--- src/rtl/motor_pkg.sv ---
// motor_pkg: shared types and constants for the motor PWM bridge driver.
`default_nettype none

package motor_pkg;

    localparam int PWM_PERIOD_MAX       = 4094;
    localparam int PWM_DEADTIME_DEFAULT = 4;

    typedef logic [11:0] duty_t;

    typedef enum logic [1:0] {
        OFF  = 2'd0,
        DEAD = 2'd1,
        HIGH = 2'd2,
        LOW  = 2'd3
    } pwm_state_t;

endpackage

`default_nettype wire

--- src/rtl/pwm_deadtime.sv ---
// pwm_deadtime: half-bridge gate FSM inserting DEADTIME idle cycles between
// high-side and low-side conduction; both gate outputs are registered.
`default_nettype none

module pwm_deadtime
    import motor_pkg::*;
#(
    parameter int DEADTIME = PWM_DEADTIME_DEFAULT
) (
    input  logic c20k,
    input  logic reset_n,
    input  logic raw,
    input  logic Enable,
    output logic PwmHigh,
    output logic PwmLow,
    output logic Active
);

    // Dead counter runs DEADTIME-1 down to 0, giving exactly DEADTIME cycles.
    localparam logic [3:0] DEAD_LOAD = 4'(DEADTIME - 1);

    pwm_state_t state_q;
    logic [3:0] dead_q;
    logic       high_q;
    logic       low_q;

    always_ff @(posedge c20k or negedge reset_n) begin
        if (!reset_n) begin
            state_q <= OFF;
            dead_q  <= '0;
            high_q  <= 1'b0;
            low_q   <= 1'b0;
        end else if (!Enable) begin
            state_q <= OFF;
            dead_q  <= '0;
            high_q  <= 1'b0;
            low_q   <= 1'b0;
        end else begin
            case (state_q)
                OFF: begin
                    state_q <= DEAD;
                    dead_q  <= DEAD_LOAD;
                    high_q  <= 1'b0;
                    low_q   <= 1'b0;
                end
                DEAD: begin
                    if (dead_q == 4'd0) begin
                        state_q <= raw ? HIGH : LOW;
                        high_q  <= raw;
                        low_q   <= ~raw;
                    end else begin
                        dead_q  <= dead_q - 4'd1;
                    end
                end
                HIGH: begin
                    if (!raw) begin
                        state_q <= DEAD;
                        dead_q  <= DEAD_LOAD;
                        high_q  <= 1'b0;
                    end
                end
                LOW: begin
                    if (raw) begin
                        state_q <= DEAD;
                        dead_q  <= DEAD_LOAD;
                        low_q   <= 1'b0;
                    end
                end
                default: begin
                    state_q <= OFF;
                    dead_q  <= '0;
                    high_q  <= 1'b0;
                    low_q   <= 1'b0;
                end
            endcase
        end
    end

    assign PwmHigh = high_q;
    assign PwmLow  = low_q;
    assign Active  = (state_q != OFF);

endmodule

`default_nettype wire

--- src/rtl/motor_pwm.sv ---
// motor_pwm: edge-aligned PWM with shadowed duty and dead-time bridge drive.
// Optional ADC sample trigger centred in the on-time: define PWM_SAMPLE_TRIG_EN.
`default_nettype none

module motor_pwm
    import motor_pkg::*;
#(
    parameter int DEADTIME   = PWM_DEADTIME_DEFAULT,
    parameter int PERIOD_MAX = PWM_PERIOD_MAX
) (
    input  logic        c20k,
    input  logic        reset_n,
    input  logic [11:0] MotorSignal,
    input  logic        Enable,
    output logic        PwmHigh,
    output logic        PwmLow,
    output logic        PeriodStart,
    output logic        SampleStrobe
);

    localparam duty_t CNT_MAX = duty_t'(PERIOD_MAX);

    duty_t count_q;
    duty_t count_d;
    duty_t shadow_q;
    duty_t shadow_d;
    logic  period_start_q;
    logic  period_start_d;
    logic  raw;
    logic  active;

    assign raw = (count_q < shadow_q);

    // The first enabled edge restarts the period and takes the duty directly.
    always_comb begin
        count_d  = count_q;
        shadow_d = shadow_q;
        if (!Enable) begin
            count_d  = '0;
        end else if (!active) begin
            count_d  = '0;
            shadow_d = MotorSignal;
        end else if (count_q == CNT_MAX) begin
            count_d  = '0;
            shadow_d = MotorSignal;
        end else begin
            count_d  = count_q + 12'd1;
        end
    end

    // The FSM is non-OFF after this edge exactly when Enable is high now.
    assign period_start_d = Enable && (count_d == '0);

    always_ff @(posedge c20k or negedge reset_n) begin
        if (!reset_n) begin
            count_q        <= '0;
            shadow_q       <= '0;
            period_start_q <= 1'b0;
        end else begin
            count_q        <= count_d;
            shadow_q       <= shadow_d;
            period_start_q <= period_start_d;
        end
    end

    assign PeriodStart = period_start_q;

    pwm_deadtime #(
        .DEADTIME (DEADTIME)
    ) u_deadtime (
        .c20k    (c20k),
        .reset_n (reset_n),
        .raw     (raw),
        .Enable  (Enable),
        .PwmHigh (PwmHigh),
        .PwmLow  (PwmLow),
        .Active  (active)
    );

`ifdef PWM_SAMPLE_TRIG_EN
    localparam duty_t SAMPLE_MIN = duty_t'(2 * DEADTIME);

    logic sample_q;
    logic sample_d;

    assign sample_d = Enable && (shadow_d >= SAMPLE_MIN) && (count_d == (shadow_d >> 1));

    always_ff @(posedge c20k or negedge reset_n) begin
        if (!reset_n) begin
            sample_q <= 1'b0;
        end else begin
            sample_q <= sample_d;
        end
    end

    assign SampleStrobe = sample_q;
`else
    assign SampleStrobe = 1'b0;
`endif

endmodule

`default_nettype wire

--- config.mk ---
export PLATFORM = sky130hd
export DESIGN_NAME = motor_pwm
export DESIGN_NICKNAME = d
export VERILOG_FILES = /design/src/rtl/motor_pkg.sv /design/src/rtl/pwm_deadtime.sv /design/src/rtl/motor_pwm.sv
export SDC_FILE = /design/constraint.sdc
export NUM_CORES = 1
export LEC_CHECK = 0
export ABC_AREA = 1
export CAP_MARGIN = 20
export CELL_PAD_IN_SITES_DETAIL_PLACEMENT = 0
export CELL_PAD_IN_SITES_GLOBAL_PLACEMENT = 2
export CORE_UTILIZATION = 33
export CTS_CLUSTER_SIZE = 40
export DETAILED_ROUTE_END_ITERATION = 12
export PLACE_DENSITY = 0.81
export SETUP_SLACK_MARGIN = 0.4
export SLEW_MARGIN = 20
export SYNTH_ARGS = -nofsm -noshare
export SYNTH_HDL_FRONTEND = slang
export SYNTH_SLANG_ARGS = --single-unit
--- constraint.sdc ---
create_clock -name c20k -period 2.1 [get_ports c20k]
set_clock_uncertainty 0.1 [all_clocks]
set_input_delay 0.42 -clock c20k [delete_from_list [all_inputs] [get_ports c20k]]
set_output_delay 0.42 -clock c20k [all_outputs]
set_load 0.01 [all_outputs]
## Yosys cells after proc, flatten, opt, wreduce, memory -nomap -nowiden

Cells that the tools add are included.

| cells by class | value |
|---|---|
| muxes and demuxes | 24 |
| add/subtract/negate cells | 2 |
| bitwise operators | 1 |
| $lt $le $gt $ge | 1 |
| reduce and logical (&&, ||, !) cells | 10 |
| eq/ne operators | 11 |

Operators by type and width:

| cell | count |
|---|---|
| two-way mux 12 bit | 5 |
| two-way mux 4 bit | 4 |
| case mux 4 bit (4 select lines) | 1 |
| adder 12 x 1 -> 12 bit, second input constant | 1 |
| == test 12 bit, second input constant | 1 |
| logical NOT 12 bit | 1 |
| less-than comparator 12 bit | 1 |
| AND reduction 3 bit | 4 |
| two-way mux 2 bit | 4 |
| inequality test 4 x 1 -> 1 bit, second input constant | 2 |
| case mux 2 bit (4 select lines) | 1 |
| two-way mux 1 bit | 7 |
| inequality test 3 x 2 -> 1 bit, second input constant | 2 |
| inequality test 3 bit, second input constant | 2 |
| case mux 1 bit (3 select lines) | 2 |
| == test 2 bit, second input constant | 2 |
| logical NOT 4 bit | 1 |
| subtractor 4 x 1 -> 4 bit, second input constant | 1 |
| == test 2 x 1 -> 1 bit, second input constant | 1 |
| logical NOT 2 bit | 1 |
| inequality test 2 x 1 -> 1 bit, second input constant | 1 |
| AND reduction 2 bit | 1 |
| nonzero test 2 bit | 1 |
| logical AND 1 bit | 1 |
| inverter 1 bit | 1 |

| storage, ports and cells | value |
|---|---|
| output and inout port bits | 4 |
| input bits | 15 |
| bits in registers | 33 |
| logic and storage cells | 56 |

## Logic depth before layout (Yosys ltp)

Gate-level depths: netlist (run 1).

| logic depth | value |
|---|---|
| depth in word-level cells | 6 |
| gate-level depth with buffers | 13 |
| mapped depth without buffers | 13 |

## By module

Synthesis (run 1) repeated with hierarchy kept, for this count alone.

| second synthesis, totals | value |
|---|---|
| cell total of the unflattened synthesis | 265 |
| area, all modules | 2,067.0 µm² |

By module, submodules not included:

| module | cells an instance | area an instance (µm²) | sequential area each (µm²) | instances |
|---|---|---|---|---|
| motor_pwm | 196 | 1,546.5 | 625.6 | 1 |
| pwm_deadtime | 69 | 520.5 | 200.2 | 1 |

## Worst setup path after synthesis (run 1)

No wires, ideal clock.

| path | value |
|---|---|
| path kind | register to register |
| start | register count_q[11] |
| end | register u_deadtime.state_q[1] |
| path buffers | 0 |
| library setup time | 0.117 ns |
| data required time | 1.883 ns |
| stages on the path, launching flop included | 13 |
| path slack | 0.342 ns |
| arrival time | 1.541 ns |
| path through | dfrtp_1 -> ha_1 -> nand2_1 -> nor2_1 -> nand2_1 -> nor2_1 -> nand2_1 -> nand2_1 -> nand2_2 -> nand2_1 -> inv_1 -> nand2_1 -> nand2_1 |

| between the ends | value |
|---|---|
| longest elaborated chain between the ends | 3 |

Ends and longest elaborated chain:

| element | RTL line | RTL |
|---|---|---|
| from (decl) | motor_pwm.sv:23 | `duty_t count_q;` |
| from (signal assigned) | motor_pwm.sv:60 | `count_q <= count_d;` |
| less-than comparator 12 bit * | motor_pwm.sv:32 | `assign raw = (count_q < shadow_q);` |
| inequality test 3 x 2 -> 1 bit (no line) or inequality test 3 bit (tied branches) | n/a |  |
| AND reduction 3 bit (no line) * | n/a |  |
| to (signal assigned) | pwm_deadtime.sv:48 | `state_q <= raw ? HIGH : LOW;` |
| to (decl) | pwm_deadtime.sv:22 | `pwm_state_t state_q;` |

Every way passes the cells marked *; elsewhere a longest branch is shown, timed or not.
A chain may end at the register's enable or synchronous reset.

## Worst setup path after layout (run 1)

| path | value |
|---|---|
| start | register shadow_q[5] |
| end | register u_deadtime.dead_q[3] |

| between the ends | value |
|---|---|
| longest elaborated chain between the ends | 3 |

Ends and longest elaborated chain:

| element | RTL line | RTL |
|---|---|---|
| from (decl) | motor_pwm.sv:25 | `duty_t shadow_q;` |
| from (signal assigned) | motor_pwm.sv:61 | `shadow_q <= shadow_d;` |
| less-than comparator 12 bit * | motor_pwm.sv:32 |  |
| inequality test 3 x 2 -> 1 bit (no line) or inequality test 3 bit (tied branches) | n/a |  |
| AND reduction 3 bit (no line) * | n/a |  |
| to (signal assigned) | pwm_deadtime.sv:52 | `dead_q <= dead_q - 4'd1;` |
| to (decl) | pwm_deadtime.sv:23 | `logic [3:0] dead_q;` |

Marks and branches as above.

==> results list, run 1 <==
- The flow ran to the end, and the final reports show no timing, DRC or antenna violations.
- Detail Placement HPWL: 3.584 mm
* Number of slew-limit violations in the final report: 0
- Routed vias/inst: 4.611
- Summed over all cells, the static leakage comes to 1.570 nW.
- The synthesized netlist contains 28 unique library cells.
* Drt pass-1 iters: 4
- Global route overflow: 0
* TritonCTS clock tree: yes
- Number of antenna-violating nets in the routed design: 0
* Source-to-sink clock delay at the later pin of the worst-skew pair: 0.29 ns
- Total of flip-flops plus latches after synthesis: 33
* Detailed Route WL: 5.216 mm
- Clock period minus worst slack: 1.809 ns
* Avg Cell Area, Syn: 7.472 sq um
- The congestion estimate from routability-driven global placement came to 0.7887.
- Entering global routing, the biggest net connects 34 pins.
* Number of buffers created by CTS: 5
- In this run the deepest clock path goes through 2 buffers.
- Total number of placement rows: 28
* Cell at the root of the clock tree: sky130_fd_sc_hd__clkbuf_8
* Initial drt markers: 70
- After technology mapping, the gate count stands at 286.
- In this run the horizontal extent of the chip is 82.48 microns.
* Number of antenna violations at the first check in global routing: 0
- Sequential share of the synthesized area: 0.3864
- Vias after detailed routing: 1886
- Worst reg2reg path startpoint: shadow_q[5]
- Type of the setup path with the least slack: reg -> reg
- Maximum capacitance violations: 0
- Crit path DAT: 1.89 ns
- The die covers 0.006802 sq mm.
- Yosys printed 0 warnings.
* Startpoint class of the critical path: flop
* Clock-pin slew on the worst setup and hold paths: 0.06 ns
- Hold-fix buffer count after cts: 0
- Crit path required time: 2.18 ns
* # IOs: 19
- H-tree levels: 2
- Fin. Hold Viols: 0
* Summed negative setup slack over all endpoints: 0 ns
* Standard cell core area: 0.006096 sq mm
* Post-route setup slack: 0.2911 ns
* Number of buffer cells added on primary ports: 17
- DRC errors left: 0
- Initial cell density of the core: 0.3506
* RSZ-0062 raised after global routing: yes
* Number of fillers in the final layout: 607
- Average wire length per cell after detail routing: 12.75 microns
- Prior to clock tree synthesis, the placed netlist has a worst setup slack of 0.03724 ns.
* Final std cell area, no fill: 0.003018 sq mm
- First-pass GRT wire length: 8.473 mm
* Final period util: 0.8614
- Overall global routing resource usage: 0.1695
- Tracing the worst setup path back leads to its startpoint at shadow_q[5].
* Setup violations, final: 0
* Category of the worst setup path capture point: flop
- Placed cell area: 0.002449 sq mm
- Worst vdd rail ir drop: 0.3546 mV
- The number of nets handed over by synthesis was 321.
- Dividing total power by cell area gives a power density of 858.7 mW/mm^2.
- Fin nets: 369
- In this run the most critical hold path is launched from u_deadtime.PwmLow.
* Layout cell share with drive strength beyond 1: 0.3413
- Netlist Area Pre-Place: 0.002137 sq mm
* Worst min path class: reg -> reg
* Vias in the first global route: 1842
* Height of the die: 82.48 microns
- # clock sinks: 33
- Along the worst path, the maximum fanout reaches 8.
- 0 antenna diodes ended up in the layout.
- Area grow syn2layout: 41.22%
* Maximum clock frequency: 552.8 MHz
layout make-up:
type                       count  area, sq um  share of cell area
clock buffer                   7        86.33             0.02861
sequential                    33        834.6              0.2765
timing repair buffer          45        414.1              0.1372
multi-input combinational    198         1398              0.4631
inverter                      51        191.4             0.06343
tap                           75        93.84             0.03109
report_power, final:
| group | leakage, nW | switching (mW) | internal, mW |
|---|---|---|---|
| logic | 1.12 | 0.667 | 0.534 |
| registers | 0.405 | 0.0850 | 0.809 |
| clock network | 0.0443 | 0.236 | 0.260 |
metal layers:
layer | GRT usage | up-vias | wire, microns
met5 | 0 | - | 0
met4 | 0.07018 | 0 | 99
met3 | 0.02967 | 10 | 179
met2 | 0.2719 | 23 | 2411
met1 | 0.2237 | 874 | 2527
li1 | - | 979 | -
worst paths after layout:
kind	slack, ns	endpoint	depth (start not counted)
worst max register to register	0.29	u_deadtime.dead_q[3]	12
worst min-delay path	0.38	u_deadtime.PwmLow	2
min in group asynchronous	0.44	count_q[2]	2
worst min register to register	0.38	u_deadtime.PwmLow	2
max in group asynchronous	1.08	count_q[4]	2
worst max-delay path	0.29	u_deadtime.dead_q[3]	12
per-stage QoR:
stage	util	power [mW]	instances	hold WS, ns
after detailed placement	0.4017	1.797	385	0.3751
after global placement	0.4017	1.805	385	0.3668
after CTS	0.4487	2.430	402	0.3952
after global routing	0.4951	2.818	409	0.4325
final	0.4951	2.591	409	0.3816
after floorplan	-	1.522	286	0.02441
synthesized netlist by cell type (all sizes together):
| cell type | count | share of area |
|---|---|---|
| ha | 20 | 0.12 |
| nand3 | 14 | 0.035 |
| mux2 | 1 | 0.0053 |
| o21ai | 4 | 0.011 |
| dfrtp | 33 | 0.39 |
| a31o | 1 | 0.0041 |
| nand4 | 8 | 0.023 |
| xor2 | 1 | 0.0041 |
| a21oi | 19 | 0.046 |
| buf | 4 | 0.018 |
| nor2 | 38 | 0.077 |
| o21bai | 2 | 0.0070 |
| o21a | 1 | 0.0035 |
| xnor2 | 3 | 0.012 |
| or2 | 1 | 0.0029 |
| nand3b | 1 | 0.0035 |
| nor3 | 2 | 0.0047 |
| nand2 | 81 | 0.15 |
| inv | 51 | 0.090 |
| conb | 1 | 0.0018 |
placed cells by master (no fill, tap or decap), drive strengths merged:
cell           instances
nand3                 14
o21ai                  4
dfrtp                 33
nor3                   2
xnor2                  3
buf                   28
conb                   1
mux2                   1
a21oi                 19
nand3b                 1
a31o                   1
o21a                   1
inv                   51
ha                    20
dlygate4sd2            2
nor2                  38
clkbuf                 7
or2                    1
o21bai                 2
dlymetal6s2s           1
nand2                 81
clkdlybuf4s50         14
nand4                  8
xor2                   1
registers in the layout (all words and copies together), names as in the netlist:
signal and count:
PeriodStart 1, count_q 12, shadow_q 12, u_deadtime.PwmHigh 1, u_deadtime.PwmLow 1, u_deadtime.dead_q 4, u_deadtime.state_q 2
worst max-delay path, stage by stage (launching register included):
cell and delay (ns):
sky130_fd_sc_hd__dfrtp_1 0.36, sky130_fd_sc_hd__inv_1 0.09, sky130_fd_sc_hd__ha_1 0.25, sky130_fd_sc_hd__nand2_1 0.07, sky130_fd_sc_hd__nand2_1 0.05, sky130_fd_sc_hd__nand2_2 0.07
sky130_fd_sc_hd__nand2_2 0.06, sky130_fd_sc_hd__a21oi_4 0.22, sky130_fd_sc_hd__nand3_4 0.19, sky130_fd_sc_hd__nand2_2 0.11, sky130_fd_sc_hd__inv_2 0.04, sky130_fd_sc_hd__nand2_1 0.05
sky130_fd_sc_hd__nand2_1 0.05
logic make-up after synthesis:
logic type / Yosys count / synth area share
AO/OA/AOI/OAI: 27 / 0.07202
XOR/XNOR: 4 / 0.01640
adder cells (fa/ha/maj): 20 / 0.1171
buffers and inverters: 55 / 0.1071
flip-flops: 33 / 0.3864
multiplexers: 1 / 0.005269
other: 1 / 0.001755
AND/OR/NAND/NOR: 145 / 0.2939
timing repair:
action | 4_1_cts | 5_1_grt
resized for setup | 30 | 66
pin swaps | 17 | 25
setup endpoints to repair | 23 | 22
buffers inserted | 10 | 7
hold endpoints to repair | 0 | 0
Power figures use the tool's default switching activity.
==> run 2: changes to the inputs <==
--- a/config.mk
+++ b/config.mk
@@ -9,10 +9,10 @@
 export CAP_MARGIN = 20
 export CELL_PAD_IN_SITES_DETAIL_PLACEMENT = 0
 export CELL_PAD_IN_SITES_GLOBAL_PLACEMENT = 2
-export CORE_UTILIZATION = 33
+export CORE_UTILIZATION = 36
 export CTS_CLUSTER_SIZE = 40
 export DETAILED_ROUTE_END_ITERATION = 12
-export PLACE_DENSITY = 0.81
+export PLACE_DENSITY = 0.93
 export SETUP_SLACK_MARGIN = 0.4
 export SLEW_MARGIN = 20
 export SYNTH_ARGS = -nofsm -noshare
==> constraint.sdc (replaced) <==
create_clock -name c20k -period 2.27 [get_ports c20k]
set_clock_uncertainty 0.1 [all_clocks]
set_input_delay 0.454 -clock c20k [delete_from_list [all_inputs] [get_ports c20k]]
set_output_delay 0.454 -clock c20k [all_outputs]
set_load 0.01 [all_outputs]
==> run 2 against run 1 <==
  * Final cell count decreased by 2.0%
  * Sequential share of layout area increased by 1.8 points
  * Worst setup slack improved by 0.15 ns
  * Clock power decreased by 12%
  * Global-route usage decreased by 0.13 points
  * Combinational power decreased by 17%
  * Flip-flop and latch count unchanged
  * Maximum frequency decreased by 0.86%
  * Sequential power decreased by 5.0%
  * Final area decreased by 6.7%
  * Die area decreased by 8.1%
  * Worst hold slack got worse by 0.0047 ns
  * Largest cell class unchanged
  * Largest power group unchanged
==> results list, run 2 (synthesized netlist as in run 1, its figures left out) <==
* Static leakage: 1.489 nW (was 1.570 nW)
* Clock period minus worst slack: 1.825 ns (was 1.809 ns)
- Number of diodes added for antenna fixing: 0 (unchanged)
- The HPWL after detailed placement is 3.466 mm (was 3.584 mm).
* Routed vias/inst: 4.711 (was 4.611)
* Drt pass-1 iters: 4 (unchanged)
- Fin nets: 363 (was 369)
- The path category of the worst min-delay check was reg -> reg (unchanged).
- The die area is 0.006248 sq mm (was 0.006802 sq mm).
- Number of buffer cells added on primary ports: 17 (unchanged)
* Hold-fix buffer count after cts: 0 (unchanged)
* Initial cell density of the core: 0.3811 (was 0.3506)
- The power per cell area is 810.2 mW/mm^2 (was 858.7 mW/mm^2).
- Vias in the first global route: 1782 (was 1842)
- The initial antenna violation count is 0 (unchanged).
* Initial drt markers: 117 (was 70)
- The number of max-slew violations in the final report came to 0 (unchanged).
* Source-to-sink clock delay at the later pin of the worst-skew pair: 0.29 ns (about the same)
- The ratio of cells with drive above 1 in the final layout was 0.2462 (was 0.3413).
* Setup violations, final: 0 (unchanged)
* Max FO, Critical Path: 8 (unchanged)
- RSZ-0062 raised after global routing: yes (unchanged).
- TritonCTS clock tree: yes (unchanged)
* First-pass GRT wire length: 8.031 mm (was 8.473 mm)
* Crit path DAT: 1.91 ns (was 1.89 ns)
* Startpoint class of the critical path: flop (unchanged)
- Horizontal die dimension: 79.05 microns (was 82.48 microns)
* Crit path required time: 2.35 ns (was 2.18 ns)
- Category of the worst setup path capture point: flop (unchanged)
* Type of the setup path with the least slack: reg -> reg (unchanged)
- The buffer depth of the longest clock path is 2 (unchanged).
- The max-capacitance violation count came to 0 (unchanged).
- Number of antenna-violating nets in the routed design: 0 (unchanged)
- The global placer's final weighted congestion was 0.8150 (was 0.7887).
- The most common cell after layout, fill and taps aside is sky130_fd_sc_hd__nand2_1 (unchanged).
- Overall global routing resource usage: 0.1683 (was 0.1695)
* Commonest non-fill, non-tap cells in the layout: sky130_fd_sc_hd__nand2_1 (62), sky130_fd_sc_hd__inv_1 (42), sky130_fd_sc_hd__dfrtp_1 (31) (was sky130_fd_sc_hd__nand2_1 (60), sky130_fd_sc_hd__inv_1 (45), sky130_fd_sc_hd__dfrtp_1 (26))
- The layout-stage area growth over the synthesis result was 31.79% (was 41.22%).
- Fin. Hold Viols: 0 (unchanged)
- Average wire length per cell after detail routing: 12.55 microns (was 12.75 microns)
- The largest vdd supply drop was 0.4447 mV (was 0.3546 mV).
- Vias after detailed routing: 1889 (was 1886)
* Clock-pin slew on the worst setup and hold paths: 0.07 ns (was 0.06 ns)
- The number of clock sinks seen by CTS is 33 (unchanged).
- The height of the die was 79.05 microns (was 82.48 microns).
- Top flop regs: count_q: 12 flops, shadow_q: 12 flops, u_deadtime.dead_q: 4 flops (unchanged)
* Standard cell core area: 0.005608 sq mm (was 0.006096 sq mm)
- The setup slack after layout came to 0.4454 ns (was 0.2911 ns).
* Final period util: 0.8038 (was 0.8614)
- # IOs: 19 (unchanged)
- Pin count of the biggest net entering global routing: 34 (unchanged)
- Global route overflow: 0 (unchanged)
* Utilization of the core after routing: 0.5022 (was 0.4951)
- The root buffer selected by CTS was sky130_fd_sc_hd__clkbuf_8 (unchanged).
- Total design power: 2.282 mW (was 2.591 mW)
* DRC errors left: 0 (unchanged)
- Result of the run: finished clean (unchanged).
* H-tree levels: 2 (unchanged)
- Detailed Route WL: 5.033 mm (was 5.216 mm)
- The number of cell rows came to 27 (was 28).
- Number of buffers created by CTS: 5 (unchanged)
- Pre-CTS setup slack: 0.1365 ns (was 0.03724 ns)
- The setup TNS after final layout came to 0 ns (unchanged).
* Maximum clock frequency: 548.1 MHz (was 552.8 MHz)
run 2: changes by cell type in the layout (fill, tap and decap cells not counted), sizes merged:
cell and change:
buf -7, clkdlybuf4s50 +3, clkbuf +2, dlygate4sd2 -2, dlymetal6s2s -1
run 2: power by group:
| part | total [mW] | leakage (nW) | switching, mW | internal, mW |
|---|---|---|---|---|
| Sequential | 0.849 | 0.413 | 0.0998 | 0.749 |
| Combinational | 0.995 | 1.04 | 0.547 | 0.449 |
| Clock | 0.437 | 0.0395 | 0.219 | 0.218 |
| Total | 2.28 | 1.49 | 0.866 | 1.42 |
run 2: what timing repair did:
item | in CTS | in global routing
endpoints found under the setup margin | 9 | 21
gates cloned | 0 | 1
buffers inserted | 10 | 7
gates resized for setup | 15 | 37
pin swaps | 10 | 13
run 2: per-layer routing:
layer | GRT usage | routed length [microns]
met3 | 0.03448 | 135
met4 | 0.05455 | 60
met2 | 0.2974 | 2513
met1 | 0.2026 | 2323
met5 | 0 | 0
run 2: area by class of cell:
cell class,instances,area (sq um)
fill,558,2791
multi-input combinational,198,1262
sequential,33,828.3
timing repair buffer,39,364.1
inverter,51,191.4
tap,72,90.09
clock buffer,8,80.08
run 2: per-stage QoR:
step	cells	instance area, sq um	hold slack [ns]
global placement	375	2390	0.3585
CTS	393	2624	0.3825
finish	401	2816	0.3769
detailed placement	375	2390	0.3632
global route	401	2816	0.4170
floorplan	286	2137	0.05841
run 2: critical path: stages (launching register included):
cell and delay, ns:
sky130_fd_sc_hd__dfrtp_1 0.38, sky130_fd_sc_hd__inv_2 0.08, sky130_fd_sc_hd__ha_4 0.20, sky130_fd_sc_hd__nand2_2 0.09, sky130_fd_sc_hd__inv_1 0.05, sky130_fd_sc_hd__nand2_2 0.07, sky130_fd_sc_hd__nand2_2 0.06, sky130_fd_sc_hd__a21oi_4 0.19
sky130_fd_sc_hd__buf_6 0.13, sky130_fd_sc_hd__nand3_4 0.12, sky130_fd_sc_hd__nand2_2 0.11, sky130_fd_sc_hd__inv_2 0.04, sky130_fd_sc_hd__nand2_1 0.05, sky130_fd_sc_hd__nand2_1 0.04
run 2: worst paths after layout:
check                                       start                   end  slack, ns  cells after the start
worst max-delay path                 shadow_q[10]  u_deadtime.dead_q[3]       0.45                     13
worst min-delay path            u_deadtime.PwmLow     u_deadtime.PwmLow       0.38                      2
worst max register to register       shadow_q[10]  u_deadtime.dead_q[3]       0.45                     13
worst min register to register  u_deadtime.PwmLow     u_deadtime.PwmLow       0.38                      2
max in group asynchronous                 reset_n            count_q[4]       1.24                      2
min in group asynchronous                 reset_n           shadow_q[9]       0.47                      2
